$ cat src/rtl/multi_tone_sample_gen_if.sv
// Channel-config write port, run controls and mixed sample output of
// multi_tone_sample_gen. master: config/control source, slave: the generator.
interface multi_tone_sample_gen_if #(
    parameter int NUM_CH   = 2,
    parameter int PHASE_WD = 24,
    parameter int GAIN_WD  = 8,
    parameter int OUT_WD   = 24
);
    localparam int CH_W = (NUM_CH > 1) ? $clog2(NUM_CH) : 1;

    logic                en_i;
    logic                load_i;
    logic                cfg_we_i;
    logic [CH_W-1:0]     cfg_ch_i;
    logic [PHASE_WD-1:0] cfg_step_i;
    logic [1:0]          cfg_mode_i;
    logic [GAIN_WD-1:0]  cfg_gain_i;
    logic                cfg_phrst_i;
    logic [OUT_WD-1:0]   sample_o;
    logic                sample_valid_o;
    logic                clip_o;

    modport master (
        output en_i, load_i, cfg_we_i, cfg_ch_i, cfg_step_i,
        output cfg_mode_i, cfg_gain_i, cfg_phrst_i,
        input  sample_o, sample_valid_o, clip_o
    );

    modport slave (
        input  en_i, load_i, cfg_we_i, cfg_ch_i, cfg_step_i,
        input  cfg_mode_i, cfg_gain_i, cfg_phrst_i,
        output sample_o, sample_valid_o, clip_o
    );
endinterface

$ cat src/rtl/multi_tone_sample_gen.sv
// N-channel test-tone generator: per-channel phase accumulator, waveform
// (sine/square/triangle/saw), gain; mixed, saturated, one sample per sample_clk.
// Ports: sample_clk, rst_ni (async, active-low), bus (slave modport):
//   en_i advance, load_i output update, cfg_* channel write, sample_o,
//   sample_valid_o, clip_o.
// Option macro DITHER_EN: TPDF dither from a 16-bit LFSR in the low
//   OUT_WD-SAMP_WD bits, re-saturated; undefined leaves those bits 0.
// The sine ROM is built at elaboration from
//   round((2^(SAMP_WD-1)-1)*sin(2*pi*k/2^LUT_AW)).
module multi_tone_sample_gen #(
    parameter int NUM_CH   = 2,
    parameter int PHASE_WD = 24,
    parameter int LUT_AW   = 8,
    parameter int SAMP_WD  = 16,
    parameter int GAIN_WD  = 8,
    parameter int OUT_WD   = 24
) (
    input logic                  sample_clk,
    input logic                  rst_ni,
    multi_tone_sample_gen_if.slave bus
);
    typedef enum logic [1:0] {
        MODE_SINE   = 2'd0,
        MODE_SQUARE = 2'd1,
        MODE_TRI    = 2'd2,
        MODE_SAW    = 2'd3
    } mode_e;

    localparam int  SH     = OUT_WD - SAMP_WD;
    localparam int  SUM_WD = SAMP_WD + $clog2(NUM_CH) + 1;
    localparam int  H      = 2 ** (SAMP_WD - 1);
    localparam real PI     = 3.14159265358979323846;

    localparam logic signed [SAMP_WD-1:0] SQ_POS = SAMP_WD'(H - 1);
    localparam logic signed [SAMP_WD-1:0] SQ_NEG = SAMP_WD'(1 - H);
    localparam logic signed [SAMP_WD+1:0] TRI_HI = (SAMP_WD + 2)'(3 * H - 1);
    localparam logic signed [SAMP_WD+1:0] TRI_LO = (SAMP_WD + 2)'(H);
    localparam logic signed [SUM_WD-1:0]  SUM_MAX = SUM_WD'(H - 1);
    localparam logic signed [SUM_WD-1:0]  SUM_MIN = SUM_WD'(-H);

    logic [PHASE_WD-1:0]       phase_q  [NUM_CH];
    logic [PHASE_WD-1:0]       step_q   [NUM_CH];
    mode_e                     mode_q   [NUM_CH];
    logic [GAIN_WD-1:0]        gain_q   [NUM_CH];
    logic signed [SAMP_WD-1:0] wave_q   [NUM_CH];
    logic signed [SAMP_WD-1:0] scaled_q [NUM_CH];
    logic signed [SAMP_WD-1:0] rom      [2 ** LUT_AW];

    logic signed [OUT_WD-1:0]  sample_q;
    logic                      valid_q;
    logic                      clip_q;
    logic                      cfg_hit;

    function automatic logic signed [SAMP_WD-1:0] sine_at(input int k);
        real x;
        x = real'(H - 1) * $sin(2.0 * PI * real'(k) / real'(2 ** LUT_AW));
        if (x >= 0.0) return SAMP_WD'($rtoi(x + 0.5));
        return SAMP_WD'(-$rtoi(0.5 - x));
    endfunction

    for (genvar k = 0; k < 2 ** LUT_AW; k++) begin : g_rom
        assign rom[k] = sine_at(k);
    end

    // Waveform from the pre-add phase; u is the top SAMP_WD phase bits.
    function automatic logic signed [SAMP_WD-1:0] wave_of(
        input logic [PHASE_WD-1:0] ph,
        input mode_e               m
    );
        logic [SAMP_WD-1:0]        u;
        logic signed [SAMP_WD+1:0] u2;
        u  = ph[PHASE_WD-1 -: SAMP_WD];
        u2 = $signed({1'b0, u, 1'b0});
        unique case (m)
            MODE_SINE:   wave_of = rom[ph[PHASE_WD-1 -: LUT_AW]];
            MODE_SQUARE: wave_of = ph[PHASE_WD-1] ? SQ_NEG : SQ_POS;
            MODE_TRI:    wave_of = SAMP_WD'(u[SAMP_WD-1] ? TRI_HI - u2
                                                         : u2 - TRI_LO);
            MODE_SAW:    wave_of = {~u[SAMP_WD-1], u[SAMP_WD-2:0]};
        endcase
    endfunction

    // Taking the bits above GAIN_WD is the floor of wave*gain/2^GAIN_WD.
    function automatic logic signed [SAMP_WD-1:0] scale(
        input logic signed [SAMP_WD-1:0] w,
        input logic [GAIN_WD-1:0]        g
    );
        logic signed [SAMP_WD+GAIN_WD:0] p;
        p = w * $signed({1'b0, g});
        return p[GAIN_WD +: SAMP_WD];
    endfunction

    assign cfg_hit = bus.cfg_we_i && (32'(bus.cfg_ch_i) < NUM_CH);

    // Config and accumulators; a phase reset write wins over the increment.
    always_ff @(posedge sample_clk or negedge rst_ni) begin
        if (!rst_ni) begin
            for (int c = 0; c < NUM_CH; c++) begin
                phase_q[c]  <= '0;
                step_q[c]   <= '0;
                mode_q[c]   <= MODE_SINE;
                gain_q[c]   <= '0;
                wave_q[c]   <= '0;
                scaled_q[c] <= '0;
            end
        end else begin
            for (int c = 0; c < NUM_CH; c++) begin
                if (cfg_hit && 32'(bus.cfg_ch_i) == c) begin
                    step_q[c] <= bus.cfg_step_i;
                    mode_q[c] <= mode_e'(bus.cfg_mode_i);
                    gain_q[c] <= bus.cfg_gain_i;
                end
                if (cfg_hit && 32'(bus.cfg_ch_i) == c && bus.cfg_phrst_i)
                    phase_q[c] <= '0;
                else if (bus.en_i)
                    phase_q[c] <= phase_q[c] + step_q[c];
                if (bus.en_i) begin
                    wave_q[c]   <= wave_of(phase_q[c], mode_q[c]);
                    scaled_q[c] <= scale(wave_q[c], gain_q[c]);
                end
            end
        end
    end

    logic signed [SUM_WD-1:0]  sum;
    logic signed [SAMP_WD-1:0] sat_s;
    logic                      sat_clip;
    logic signed [OUT_WD-1:0]  shifted;
    logic signed [OUT_WD-1:0]  out_d;
    logic                      clip_d;

    always_comb begin
        sum = '0;
        for (int c = 0; c < NUM_CH; c++)
            sum = sum + SUM_WD'(scaled_q[c]);
        sat_clip = 1'b0;
        sat_s    = SAMP_WD'(sum);
        if (sum > SUM_MAX) begin
            sat_s    = SAMP_WD'(SUM_MAX);
            sat_clip = 1'b1;
        end else if (sum < SUM_MIN) begin
            sat_s    = SAMP_WD'(SUM_MIN);
            sat_clip = 1'b1;
        end
        shifted = OUT_WD'(sat_s) <<< SH;
    end

`ifdef DITHER_EN
    localparam int DSL = (SH >= 4) ? SH - 4 : 0;
    localparam int DSR = (SH >= 4) ? 0 : 4 - SH;
    localparam logic signed [OUT_WD:0] OMAX = {2'b00, {(OUT_WD-1){1'b1}}};
    localparam logic signed [OUT_WD:0] OMIN = {2'b11, {(OUT_WD-1){1'b0}}};

    logic [15:0]             lfsr_q;
    logic [3:0]              nib_q;
    logic signed [OUT_WD:0]  dith;
    logic signed [OUT_WD:0]  dsum;

    always_ff @(posedge sample_clk or negedge rst_ni) begin
        if (!rst_ni) begin
            lfsr_q <= 16'hACE1;
            nib_q  <= '0;
        end else if (bus.en_i) begin
            lfsr_q <= {lfsr_q[14:0],
                       lfsr_q[15] ^ lfsr_q[14] ^ lfsr_q[12] ^ lfsr_q[3]};
            nib_q  <= lfsr_q[3:0];
        end
    end

    // Difference of two uniform nibbles gives a triangular PDF.
    always_comb begin
        dith = (OUT_WD + 1)'($signed({1'b0, lfsr_q[3:0]})
                           - $signed({1'b0, nib_q}));
        dith = (dith <<< DSL) >>> DSR;
        dsum = (OUT_WD + 1)'(shifted) + dith;
        out_d  = OUT_WD'(dsum);
        clip_d = sat_clip;
        if (dsum > OMAX) begin
            out_d  = OUT_WD'(OMAX);
            clip_d = 1'b1;
        end else if (dsum < OMIN) begin
            out_d  = OUT_WD'(OMIN);
            clip_d = 1'b1;
        end
    end
`else
    assign out_d  = shifted;
    assign clip_d = sat_clip;
`endif

    always_ff @(posedge sample_clk or negedge rst_ni) begin
        if (!rst_ni) begin
            sample_q <= '0;
            clip_q   <= 1'b0;
            valid_q  <= 1'b0;
        end else begin
            valid_q <= bus.en_i & bus.load_i;
            if (bus.en_i && bus.load_i) begin
                sample_q <= out_d;
                clip_q   <= clip_d;
            end
        end
    end

    assign bus.sample_o       = sample_q;
    assign bus.sample_valid_o = valid_q;
    assign bus.clip_o         = clip_q;
endmodule

$ cat src/flat_wrapper.sv
// flat-port wrapper written by rule: the top's interface ports become plain ports
module multi_tone_sample_gen_flat 
#(
    parameter int NUM_CH   = 2,
    parameter int PHASE_WD = 24,
    parameter int LUT_AW   = 8,
    parameter int SAMP_WD  = 16,
    parameter int GAIN_WD  = 8,
    parameter int OUT_WD   = 24
)
  (sample_clk, rst_ni, bus_en_i, bus_load_i, bus_cfg_we_i, bus_cfg_ch_i, bus_cfg_step_i, bus_cfg_mode_i, bus_cfg_gain_i, bus_cfg_phrst_i, bus_sample_o, bus_sample_valid_o, bus_clip_o);
  multi_tone_sample_gen_if #(.NUM_CH(NUM_CH), .PHASE_WD(PHASE_WD), .GAIN_WD(GAIN_WD), .OUT_WD(OUT_WD)) bus_i ();
  input logic sample_clk;
  input logic rst_ni;
  input wire logic [$bits(bus_i.en_i)-1:0] bus_en_i;
  input wire logic [$bits(bus_i.load_i)-1:0] bus_load_i;
  input wire logic [$bits(bus_i.cfg_we_i)-1:0] bus_cfg_we_i;
  input wire logic [$bits(bus_i.cfg_ch_i)-1:0] bus_cfg_ch_i;
  input wire logic [$bits(bus_i.cfg_step_i)-1:0] bus_cfg_step_i;
  input wire logic [$bits(bus_i.cfg_mode_i)-1:0] bus_cfg_mode_i;
  input wire logic [$bits(bus_i.cfg_gain_i)-1:0] bus_cfg_gain_i;
  input wire logic [$bits(bus_i.cfg_phrst_i)-1:0] bus_cfg_phrst_i;
  output wire logic [$bits(bus_i.sample_o)-1:0] bus_sample_o;
  output wire logic [$bits(bus_i.sample_valid_o)-1:0] bus_sample_valid_o;
  output wire logic [$bits(bus_i.clip_o)-1:0] bus_clip_o;
  assign bus_i.en_i = bus_en_i;
  assign bus_i.load_i = bus_load_i;
  assign bus_i.cfg_we_i = bus_cfg_we_i;
  assign bus_i.cfg_ch_i = bus_cfg_ch_i;
  assign bus_i.cfg_step_i = bus_cfg_step_i;
  assign bus_i.cfg_mode_i = bus_cfg_mode_i;
  assign bus_i.cfg_gain_i = bus_cfg_gain_i;
  assign bus_i.cfg_phrst_i = bus_cfg_phrst_i;
  assign bus_sample_o = bus_i.sample_o;
  assign bus_sample_valid_o = bus_i.sample_valid_o;
  assign bus_clip_o = bus_i.clip_o;
  multi_tone_sample_gen #(.NUM_CH(NUM_CH), .PHASE_WD(PHASE_WD), .LUT_AW(LUT_AW), .SAMP_WD(SAMP_WD), .GAIN_WD(GAIN_WD), .OUT_WD(OUT_WD)) u_core (.sample_clk(sample_clk), .rst_ni(rst_ni), .bus(bus_i));
endmodule
$ cat config.mk
export PLATFORM = sky130hd
export DESIGN_NAME = multi_tone_sample_gen_flat
export DESIGN_NICKNAME = d
export VERILOG_FILES = /design/src/rtl/multi_tone_sample_gen_if.sv /design/src/rtl/multi_tone_sample_gen.sv /design/src/flat_wrapper.sv
export SDC_FILE = /design/constraint.sdc
export NUM_CORES = 2
export LEC_CHECK = 0
export CAP_MARGIN = 25
export CELL_PAD_IN_SITES_DETAIL_PLACEMENT = 1
export CELL_PAD_IN_SITES_GLOBAL_PLACEMENT = 2
export CORE_UTILIZATION = 30
export DETAILED_ROUTE_END_ITERATION = 16
export GPL_ROUTABILITY_DRIVEN = 1
export PLACE_DENSITY = 0.69
export SKIP_LAST_GASP = 1
export SYNTH_ARGS = -nofsm -noshare
export SYNTH_HDL_FRONTEND = slang
export SYNTH_SLANG_ARGS = --single-unit
$ cat constraint.sdc
create_clock -name sample_clk -period 8.7 [get_ports sample_clk]
set_input_delay 1.305 -clock sample_clk [delete_from_list [all_inputs] [get_ports sample_clk]]
set_output_delay 1.305 -clock sample_clk [all_outputs]
set_load 0.1 [all_outputs]
==> out/qor.tcl <==
set qor(ys.warnings.count) 0
set qor(post_cts_hold_buffer_count) 0
set qor(cts_made_buffers) 17
set qor(path_clk_slew_ns) 0.08
set qor(antenna_found_initial) 5
set qor(buffer_ports.inserted) 58
set qor(worst-path-max-fanout) 17
set qor(yosysSeqAreaShare_pct) 17.9
set qor(worstSetupEndpointType) {flip-flop}
set qor(post-cts-setup-buffers) 0
set qor(global_route_wire_length_before_repair_mm) 163
set qor(wl_per_cell_um) 23.2
set qor(slew_margin_rel_pct) 33.1
set qor(cpMostUsedCell) {sky130_fd_sc_hd__fa_1}
set qor(worst_slew_pin_slew_ns) 1.00
set qor(firstDrtPassIters) 6
set qor(path_buf_inv) 3
set qor(outcome) {finished clean}
set qor(rsz0062_at_grt) {false}
set qor(final.period_utilization_pct) 60.0
set qor(floorplan.core_area_mm2) 0.0906
set qor(die_area_mm2) 0.0933
set qor(dr_total_vias) 25700
set qor(synth_edf_count) 0
set qor(hold_path_class) {flip-flop to flip-flop}
set qor(required_ns) 9.07
set qor(drt-vias-per-instance) 5.69
set qor(achievable_frequency_ghz) 0.191
set qor(congestion_overflow_gr) 0
set qor(main_synth_ff_type) {sky130_fd_sc_hd__dfrtp_1}
set qor(rows) 110
set qor(crit_path_max_incr_delay_ns) 0.72
set qor(timing.critical_path.cells) {nand2_1 -> fa_1 -> inv_1 -> fa_1 -> fa_1 -> inv_1 -> fa_1 -> inv_1 -> ha_1 -> and3_1 -> a221o_1 -> a21o_1 -> a21oi_1 -> o31a_1 -> o21bai_1 -> xor2_1 -> mux2_2}
set qor(fillerInstances) 10800
set qor(start_util_pct) 30.5
set qor(path_delay_family) {adder cells}
set qor(layout_common_cells) {386 x sky130_fd_sc_hd__nand2_1, 302 x sky130_fd_sc_hd__inv_1, 270 x sky130_fd_sc_hd__nor2_1}
set qor(crit_path_top_delay_cell) {sky130_fd_sc_hd__dfrtp_1}
set qor(slew_viol_final) 0
set qor(tritoncts) {done}
set qor(drcViolationCount) 0
set qor(netlist_area_mm2) 0.0276
set qor(post_cts_resize_count) 0
set qor(clk_path_buf_depth) 2
set qor(initialDrtViolationCount) 2184
set qor(routed_wl_mm) 105
set qor(io-pin-count) 67
set qor(place_area_mm2) 0.0289
set qor(final_common_cell) {sky130_fd_sc_hd__nand2_1}
set qor(setup_viol) 0
set qor(timing.final.hold_violations) 0
set qor(post-route-min-period_ns) 5.22
set qor(timing.max_cap.violations) 0
set qor(clkLatencyLatePin_ns) 0.50
set qor(setup.worst_path.start_class) {flip-flop}
set qor(clock_sinks) 198
set qor(synth-seq-cells) 198
set qor(synth_cell_types) 87
set qor(synth_async_sr_flop_share_pct) 100
set qor(place.detailed.hpwl_mm) 77.8
set qor(drive_above_1_share_pct) 6.95
set qor(grt_use_total_pct) 22.3
set qor(finalWeightedCongestion) 0.917
set qor(timing.clock.skew_ns) 0.0152
set qor(area_growth_pct) 6.91
set qor(cts.htree.levels) 4
set qor(hold_ws_ns) 0.481
set qor(via_count_of_the_first_global_routing_pass) 26300
set qor(final_nets) 3755
set qor(critPathArrivalTime_ns) 5.60
set qor(fin_tns_setup_ns) 0
set qor(netlist_instances) 3468
set qor(fp.dieH_um) 305
set qor(timing.setup.critical_path_class) {flip-flop to flip-flop}
set qor(die_boundary_width_um) 305
set qor(finish.instance_area_mm2) 0.0295
set qor(root_buffer_cell) {sky130_fd_sc_hd__clkbuf_16}
set qor(pin_count_of_the_biggest_net_entering_global_routing) 143
set qor(detail-route-antenna-nets) 0
set qor(post_synth.cell_area_avg_um2) 7.97
-- flip-flops by register name, summed over array words and instances (netlist names) --
register and flops:
u_core.bus.sample_valid_o 1, u_core.wave_q 32, u_core.mode_q 4, u_core.scaled_q 32, u_core.step_q 48, u_core.bus.sample_o 16, u_core.gain_q 16, u_core.phase_q 48
u_core.bus.clip_o 1
-- synthesized netlist by cell type, drive strengths merged (27+ instances only) --
| cell type | count | area share [%] |
|---|---|---|
| a21o | 55 | 1.5 |
| clkbuf | 166 | 2.3 |
| mux2i | 27 | 0.98 |
| dfrtp | 198 | 18 |
| fa | 201 | 15 |
| buf | 101 | 1.8 |
| nand2b | 37 | 0.84 |
| a211oi | 43 | 1.2 |
| o311ai | 31 | 0.98 |
| nand3 | 66 | 1.2 |
| nor3 | 72 | 1.3 |
| o31ai | 30 | 0.82 |
| inv | 305 | 4.1 |
| mux2 | 98 | 4.0 |
| a21oi | 236 | 4.3 |
| nand2 | 388 | 5.3 |
| nor2 | 271 | 3.7 |
| o211ai | 50 | 1.4 |
| o21ai | 225 | 4.1 |
| xnor2 | 62 | 2.0 |
| ha | 190 | 8.6 |
| and2 | 123 | 2.8 |
| o22ai | 39 | 0.88 |
| nor2b | 44 | 1.0 |
| a31oi | 65 | 1.5 |
-- cells by family after synthesis --
| family | share of synthesized area [%] |
|---|---|
| AO/OA/AOI/OAI | 23.1 |
| XOR/XNOR | 2.50 |
| adder cells (fa/ha/maj) | 23.2 |
| buffers and inverters | 8.25 |
| flip-flops | 17.9 |
| multiplexers | 6.60 |
| other | 0.0136 |
| AND/OR/NAND/NOR | 18.4 |
-- worst reg2reg max path, stage by stage, from the launching register on --
cell                       delay, ns
sky130_fd_sc_hd__dfrtp_1        0.72
sky130_fd_sc_hd__nand2_1        0.23
sky130_fd_sc_hd__fa_1           0.55
sky130_fd_sc_hd__inv_1          0.05
sky130_fd_sc_hd__fa_1           0.50
sky130_fd_sc_hd__fa_1           0.55
sky130_fd_sc_hd__inv_1          0.05
sky130_fd_sc_hd__fa_1           0.47
sky130_fd_sc_hd__inv_1          0.04
sky130_fd_sc_hd__ha_1           0.32
sky130_fd_sc_hd__and3_1         0.23
sky130_fd_sc_hd__a221o_1        0.36
sky130_fd_sc_hd__a21o_1         0.20
sky130_fd_sc_hd__a21oi_1        0.13
sky130_fd_sc_hd__o31a_1         0.19
sky130_fd_sc_hd__o21bai_1       0.10
sky130_fd_sc_hd__xor2_1         0.15
sky130_fd_sc_hd__mux2_2         0.27
-- worst paths after layout --
| path | startpoint | end | slack (ns) | cells past startpoint |
|---|---|---|---|---|
| worst max register to register | u_core.gain_q[9]$_DFFE_PN0P_ | u_core.scaled_q[28]$_DFFE_PN0P_ | 3.48 | 17 |
| worst min-delay path | u_core.bus.sample_o[13]$_DFFE_PN0P_ | u_core.bus.sample_o[13]$_DFFE_PN0P_ | 0.48 | 2 |
| worst max-delay path | u_core.gain_q[9]$_DFFE_PN0P_ | u_core.scaled_q[28]$_DFFE_PN0P_ | 3.48 | 17 |
| max in group asynchronous | rst_ni | u_core.phase_q[43]$_DFFE_PN0P_ | 6.64 | 2 |
| min in group asynchronous | rst_ni | u_core.bus.sample_o[8]$_DFFE_PN0P_ | 0.75 | 1 |
| worst min register to register | u_core.bus.sample_o[13]$_DFFE_PN0P_ | u_core.bus.sample_o[13]$_DFFE_PN0P_ | 0.48 | 2 |
-- routing by layer --
layer | track usage, % | routed length [um] | part of all wire (%)
met4 | 6.87 | 2820 | 2.7
met5 | 0 | 0 | 0
met3 | 3.35 | 6450 | 6.1
met2 | 34.1 | 45900 | 44
met1 | 32.2 | 49800 | 47
-- cell type report --
cell class	instances	area [um2]	area share, %
sequential	198	4970	16.8
multi-input combinational	2701	20400	69.2
timing repair buffer	96	901	3.05
clock inverter	15	174	0.589
antenna	2	5.00	0.0169
inverter	309	1160	3.93
tap	1176	1470	4.98
clock buffer	17	425	1.44
-- stage by stage --
stage / instances / setup slack [ns] / utilization [%]
final: 4514 / 3.48 / 32.6
after floorplan: 3475 / 3.73 / -
after global placement: 4477 / 3.52 / 31.9
after global routing: 4512 / 3.20 / 32.6
after CTS: 4509 / 3.45 / 32.6
after detailed placement: 4477 / 3.43 / 31.9
Power is not shown: default switching activity piles up to over one toggle a cycle in this logic, so the estimate is an artifact.
